[config.mk]
export PLATFORM = sky130hd
export DESIGN_NAME = puf_rx_frame_assembler
export DESIGN_NICKNAME = d
export VERILOG_FILES = /design/src/rtl/puf_rx_frame_assembler.sv
export SDC_FILE = /design/constraint.sdc
export NUM_CORES = 1
export LEC_CHECK = 0
export ABC_AREA = 1
export CORE_ASPECT_RATIO = 1.25
export CORE_MARGIN = 5
export CORE_UTILIZATION = 35
export CTS_BUF_LIST = sky130_fd_sc_hd__clkbuf_8
export CTS_CLUSTER_DIAMETER = 150
export CTS_CLUSTER_SIZE = 25
export DETAILED_ROUTE_END_ITERATION = 7
export GPL_TIMING_DRIVEN = 0
export HOLD_SLACK_MARGIN = 0.02
export PLACE_DENSITY = 0.65
export SLEW_MARGIN = 30
export SYNTH_ARGS = -nofsm -noshare
export SYNTH_HDL_FRONTEND = slang
export SYNTH_SLANG_ARGS = --single-unit
[constraint.sdc]
create_clock -name clk -period 4.4 [get_ports clk]
set_input_delay 1.32 -clock clk [delete_from_list [all_inputs] [get_ports clk]]
set_output_delay 1.32 -clock clk [all_outputs]
set_load 0.01 [all_outputs]
[src/rtl/puf_rx_frame_assembler.sv]
// Byte-to-frame assembler: packs REG_BIT_SIZE/8 UART bytes (first byte in the LSB) into one PUF command word.
// Optional build macro PUF_RX_CHKSUM_EN adds a trailing XOR checksum byte to every frame.

module puf_rx_frame_assembler #(
    parameter int REG_BIT_SIZE = 40,
    parameter int TIMEOUT_CYC  = 100000,
    localparam int NBYTES      = REG_BIT_SIZE / 8,
`ifdef PUF_RX_CHKSUM_EN
    localparam int FRAME_LEN   = NBYTES + 1,
`else
    localparam int FRAME_LEN   = NBYTES,
`endif
    localparam int CNT_W       = $clog2(FRAME_LEN + 1),
    localparam int TO_W        = $clog2(TIMEOUT_CYC + 1)
) (
    input  logic                    clk,
    input  logic                    rst,
    input  logic                    i_sft_rst,
    input  logic                    i_byte_valid,
    input  logic [7:0]              i_byte_data,
    input  logic                    i_dcod_ready,
    output logic                    o_rx_valid,
    output logic                    o_rx_ready,
    output logic                    o_rx_done,
    output logic [REG_BIT_SIZE-1:0] o_rx_data,
    output logic                    o_frame_err,
    output logic                    o_overrun,
    output logic [CNT_W-1:0]        o_byte_cnt
);

    typedef enum logic [1:0] {IDLE, COLLECT, HOLD, DONE} state_t;

    state_t                  state, state_nx;
    logic [CNT_W-1:0]        cnt_nx, cnt_inc;
    logic [TO_W-1:0]         to_cnt, to_nx, to_inc;
    logic [REG_BIT_SIZE-1:0] shift, shift_nx, byte_in, data_nx;
    logic                    done_nx, err_nx, ovr_nx, valid_nx, ready_nx;
`ifdef PUF_RX_CHKSUM_EN
    logic [7:0]              xor_acc, xor_nx;
`endif

    always_comb begin
        state_nx = state;
        cnt_nx   = o_byte_cnt;
        to_nx    = to_cnt;
        shift_nx = shift;
        data_nx  = o_rx_data;
        done_nx  = 1'b0;
        err_nx   = 1'b0;
        ovr_nx   = o_overrun;
`ifdef PUF_RX_CHKSUM_EN
        xor_nx   = xor_acc;
`endif
        cnt_inc  = o_byte_cnt + CNT_W'(1);
        to_inc   = (to_cnt == TO_W'(TIMEOUT_CYC)) ? to_cnt : to_cnt + TO_W'(1);
        // Shifting right by a byte leaves arrival byte k at bits [8k+7:8k] once the frame is full.
        byte_in  = (REG_BIT_SIZE'(i_byte_data) << (REG_BIT_SIZE - 8)) | (shift >> 8);

        case (state)
            IDLE, COLLECT: begin
                if (i_byte_valid) begin
                    to_nx  = '0;
                    cnt_nx = cnt_inc;
`ifdef PUF_RX_CHKSUM_EN
                    if (o_byte_cnt == CNT_W'(NBYTES)) begin
                        if (i_byte_data == xor_acc) begin
                            state_nx = HOLD;
                        end else begin
                            state_nx = IDLE;
                            err_nx   = 1'b1;
                            cnt_nx   = '0;
                        end
                    end else begin
                        shift_nx = byte_in;
                        xor_nx   = (state == IDLE) ? i_byte_data : (xor_acc ^ i_byte_data);
                        state_nx = COLLECT;
                    end
`else
                    shift_nx = byte_in;
                    state_nx = (cnt_inc == CNT_W'(NBYTES)) ? HOLD : COLLECT;
`endif
                end else if (state == COLLECT) begin
                    to_nx = to_inc;
                    if (to_inc == TO_W'(TIMEOUT_CYC)) begin
                        state_nx = IDLE;
                        err_nx   = 1'b1;
                        cnt_nx   = '0;
                        to_nx    = '0;
                    end
                end
            end
            HOLD: begin
                if (i_byte_valid) begin
                    ovr_nx = 1'b1;
                end
                if (i_dcod_ready) begin
                    data_nx  = shift;
                    done_nx  = 1'b1;
                    state_nx = DONE;
                end
            end
            DONE: begin
                if (i_byte_valid) begin
                    ovr_nx = 1'b1;
                end
                state_nx = IDLE;
                cnt_nx   = '0;
            end
            default: begin
                state_nx = IDLE;
                cnt_nx   = '0;
            end
        endcase

        // Soft reset flushes everything except the last delivered frame.
        if (i_sft_rst) begin
            state_nx = IDLE;
            cnt_nx   = '0;
            to_nx    = '0;
            data_nx  = o_rx_data;
            done_nx  = 1'b0;
            err_nx   = 1'b0;
            ovr_nx   = 1'b0;
        end

        valid_nx = (state_nx == COLLECT) || (state_nx == HOLD);
        ready_nx = !i_sft_rst && (state_nx != DONE);
    end

    always_ff @(posedge clk) begin
        if (rst) begin
            state       <= IDLE;
            o_byte_cnt  <= '0;
            to_cnt      <= '0;
            shift       <= '0;
            o_rx_data   <= '0;
            o_rx_done   <= 1'b0;
            o_frame_err <= 1'b0;
            o_overrun   <= 1'b0;
            o_rx_valid  <= 1'b0;
            o_rx_ready  <= 1'b0;
`ifdef PUF_RX_CHKSUM_EN
            xor_acc     <= '0;
`endif
        end else begin
            state       <= state_nx;
            o_byte_cnt  <= cnt_nx;
            to_cnt      <= to_nx;
            shift       <= shift_nx;
            o_rx_data   <= data_nx;
            o_rx_done   <= done_nx;
            o_frame_err <= err_nx;
            o_overrun   <= ovr_nx;
            o_rx_valid  <= valid_nx;
            o_rx_ready  <= ready_nx;
`ifdef PUF_RX_CHKSUM_EN
            xor_acc     <= xor_nx;
`endif
        end
    end

endmodule

==> run summary <==
The flow ran to the end, and the final reports show no timing, DRC or antenna violations. The commonest cells after synthesis are 203 x nor2_1, 107 x dfxtp_1, 83 x o21ai_0. The worst slack after detailed placement is 0.7742 ns. The most instantiated library cell after synthesis is nor2_1. The count of endpoints failing setup in the final report is 0. The final critical path time including I/O delays and setup is ~3.3 ns.

The switching power is 0.0004176 W. The sum of net half-perimeters after detailed placement came out at 8901 um. The slowest stage of the critical path belongs to the cell nor2_1.

The setup total negative slack came out at 0 ns. IR analysis of the VDD net gives a maximum drop of 0.1732 mV. The top cell type by total area after synthesis is dfxtp_1. The number of diodes is 0.

The clock sink total came out at 107. The number of filler cells placed in the layout is 1340. The number of standard cells after synthesis is 616.

The hold buffer count at cts is 0. The number of antenna violations at the first check in global routing is 0. The die width is 111.4 um. Buffers placed on the I/O ports in this run total 60. The final global-route overflow total came out at 0. The count of final hold-check violations is 0. The die is 136.8 um tall. The post-route clock skew is roughly 0.011 ns. The end-of-flow core utilization is 0.4343. The total number of nets in the final design is 705. Averaged over all synthesized cells, the footprint is 7.304 um^2. The critical path in this run is classified as in -> reg.

The number of clock buffers added by TritonCTS is 9. The worst path arrival time came out at 3.53 ns. The clock latency of the later-clocked register in the worst-skew pair is 0.37 ns. In this run the post-CTS setup repair buffer count came out at 0. The startpoint identified for the worst register-to-register timing path is to_cnt[0].

The achievable clock frequency is between 300 and 400 MHz. The clock passes through at most 2 buffers. The last weighted congestion value of the routability-driven placer came out at 0.9027. The initial cell density of the core is 0.3553. The switching part of the total power is 0.2440. Pin placement for this block handled approximately 60 I/O pins.

The first-pass GRT wire length is slightly below 20000 um. The first routing iteration left about 190 violations. The number of placement rows is 46.

The post-synthesis sequential element count came out at 107. The Yosys step of the flow raised 0 warnings. The worst hold path begins at o_rx_data[12]. The number of global-route vias before repair is 4183. The total vias in the final route came out at 4076. The detailed-route wire length per cell is 13.56 um. The worst register-to-register path has a setup slack of 1.86 ns.

Setup repair after global routing left no endpoint under its margin. The number of cells upsized or downsized after cts came out at 0. The number of cells on the worst hold path is 2. In this design, the largest share of critical-path delay is due to buffers and inverters. The root buffer cell chosen for the clock tree is clkbuf_8.

The required time at the endpoint of the critical path is 4.67 ns. The most used flip-flop cell after synthesis is dfxtp_1. The share of total power dissipated in the clock network is 0.348. The max-slew violation count is 0. The leakage power total came out at 2.031 nW. The synthesis-to-finish area growth is 22.22%. The power density over the cells came out at 311.2 nW/um^2.

By area the synthesized netlist is led by dfxtp_1 48%, nor2_1 17%, o21ai_0 9.2%, nand2_1 5.5%, inv_1 2.6%. The worst-margin pin slew is 0.7532 ns. For this run, the slowest stage of the critical path takes 0.57 ns. The area of the die came out at around 15000 um^2.

The share of the synthesized area in the top cell type is 0.4761. The relative slew slack came out at 0.4960. The max-cap violation count is 0. The proportion of layout cells with a drive suffix above 1 came out at 0.05644. The cell area after technology mapping came out at 4499 um^2. The number of remaining DRC errors is 0. The biggest fanout along the worst timing path is 10. The internal power of the cells came out at 0.001294 W.

For this run, the total global-route usage over all layers was measured as 0.1578. The sequential fraction of the synthesis area is 0.4761. Yosys mapped the design onto 31 distinct sky130hd cell types.

Counting cells, the worst reg-to-reg path comes to 15. The H-tree depth came out at 3. The placeable core region is 12660 um^2. The pin count of the biggest net entering global routing came out at 18. The worst setup path is launched from a primary input. The register clock-pin slew on the reported worst setup and hold paths came out at about 0.1 ns. Traced cell by cell, the critical path runs through clkdlybuf4s50_1 -> inv_1 -> nor2_1 -> clkinv_1 -> clkbuf_1 -> nor2_1 -> nor2_1.

TritonCTS built the clock tree. The final layout contains routed wiring with a total length of 11650 um. The net count after synthesis came out at 634.

The tightest min-delay check is of the reg -> reg type. The number of buffers and inverters on the critical path came out at 4. The combinational share of power is 0.059. The via-per-instance ratio is approximately 4.7. The share of power burned in registers is 0.592.

In the post-route analysis, the smallest setup slack over all paths is 1.137 ns. The worst setup path is captured at a flip-flop. The number of routed nets with antenna violations is 0.

The length of the first detailed-routing pass in iterations is 4. The cell that appears most often on the critical path is nor2_1. The fraction of the cycle the final worst path needs came out at 0.7415. The path with the worst hold slack has its endpoint at o_rx_data[12].

The number of enable flip-flop cells after synthesis came out at 0. In this run the critical register-to-register path is captured at o_rx_valid. After synthesis, the share of flip-flops with an asynchronous set or reset is 0.
layer usage:
metal  track usage  up-vias  share of wire
li1              -     2118              -
met1        0.1715     1872           0.42
met2        0.2998       62           0.53
met3       0.02609       24          0.027
met4       0.07099        0          0.023
met5             0        -              0
power groups by stage:
| stage | combinational [W] | clock (W) | sequential, W |
|---|---|---|---|
| finish | 0.000102 | 0.000596 | 0.00101 |
| detailed placement | 0.000102 | 0 | 0.00104 |
| CTS | 0.000103 | 0.000617 | 0.00101 |
| global placement | 0.0000998 | 0 | 0.00104 |
| floorplan | 0.0000644 | 0 | 0.00103 |
| global route | 0.000117 | 0.000660 | 0.00102 |
layout by cell type, fill, tap and decap left out, types with 2 or more instances in the layout:
master	netlist	routed
xor2_1	7	7
nor3_1	2	2
nand2_2	4	4
clkbuf_1	27	27
inv_6	0	2
nor2_1	203	203
xnor2_1	3	3
nor2_2	2	2
dfxtp_1	107	107
o21ai_0	83	83
nor2_4	6	6
a21oi_1	21	21
clkbuf_8	0	9
ha_1	5	5
nand4_1	11	11
nand3_2	5	5
clkdlybuf4s50_1	0	60
nand2_1	66	66
inv_1	31	32
nand3_1	19	19
sequential cells by signal, indices dropped and copies added, names as in the netlist:
| register | cells |
|---|---|
| o_rx_data | 40 |
| o_overrun | 1 |
| o_rx_ready | 1 |
| to_cnt | 17 |
| o_rx_done | 1 |
| o_byte_cnt | 3 |
| o_frame_err | 1 |
| state | 2 |
| o_rx_valid | 1 |
| shift | 40 |
through the flow:
| step | cell area, um^2 | total power [W] | hold slack, ns | instances |
|---|---|---|---|---|
| 2_1_floorplan | 4499 | 0.001093 | 0.4584 | 616 |
| 3_3_place_gp | 5310 | 0.001135 | 0.4696 | 844 |
| 3_5_place_dp | 5310 | 0.001137 | 0.4704 | 844 |
| 4_1_cts | 5499 | 0.001733 | 0.4933 | 859 |
| 5_1_grt | 5499 | 0.001794 | 0.5161 | 859 |
| 6_report | 5499 | 0.001711 | 0.4887 | 859 |
logic make-up (layout without fill, tap and decap cells):
kind of cell,after synthesis,count (layout),share of synthesized area
flops,107,107,0.4761
simple gates,323,323,0.3098
xor+xnor,12,12,0.02670
compound gates,107,107,0.1215
buf+inv,62,137,0.05200
fa+ha+maj,5,5,0.01390
worst max-delay path by stage:
stage	slack, ns	cells past startpoint	end	start
5_1_grt	0.96	7	shift[37]	i_byte_valid
2_1_floorplan	2.03	6	shift[0]	i_byte_valid
3_5_place_dp	0.77	7	shift[37]	i_byte_valid
4_1_cts	1.17	7	shift[34]	i_byte_valid
6_report	1.14	7	shift[19]	i_byte_valid
3_3_place_gp	0.83	7	shift[22]	i_byte_valid
layout make-up:
| type | count | area (um^2) | share of cell area |
|---|---|---|---|
| buffer | 29 | 110.1 | 0.02002 |
| sequential | 107 | 2142 | 0.3895 |
| inverter | 33 | 123.9 | 0.02253 |
| tap | 168 | 210.2 | 0.03823 |
| clock inverter | 6 | 65.06 | 0.01183 |
| clock buffer | 9 | 123.9 | 0.02253 |
| timing repair buffer | 60 | 600.6 | 0.1092 |
| multi-input combinational | 447 | 2123 | 0.3861 |
worst min-delay path, stage by stage (launching register included):
cell and delay [ns]:
dfxtp_1 0.34, nor2_1 0.05, nor2_1 0.08
No activity file was read; power rests on OpenSTA's default activity.
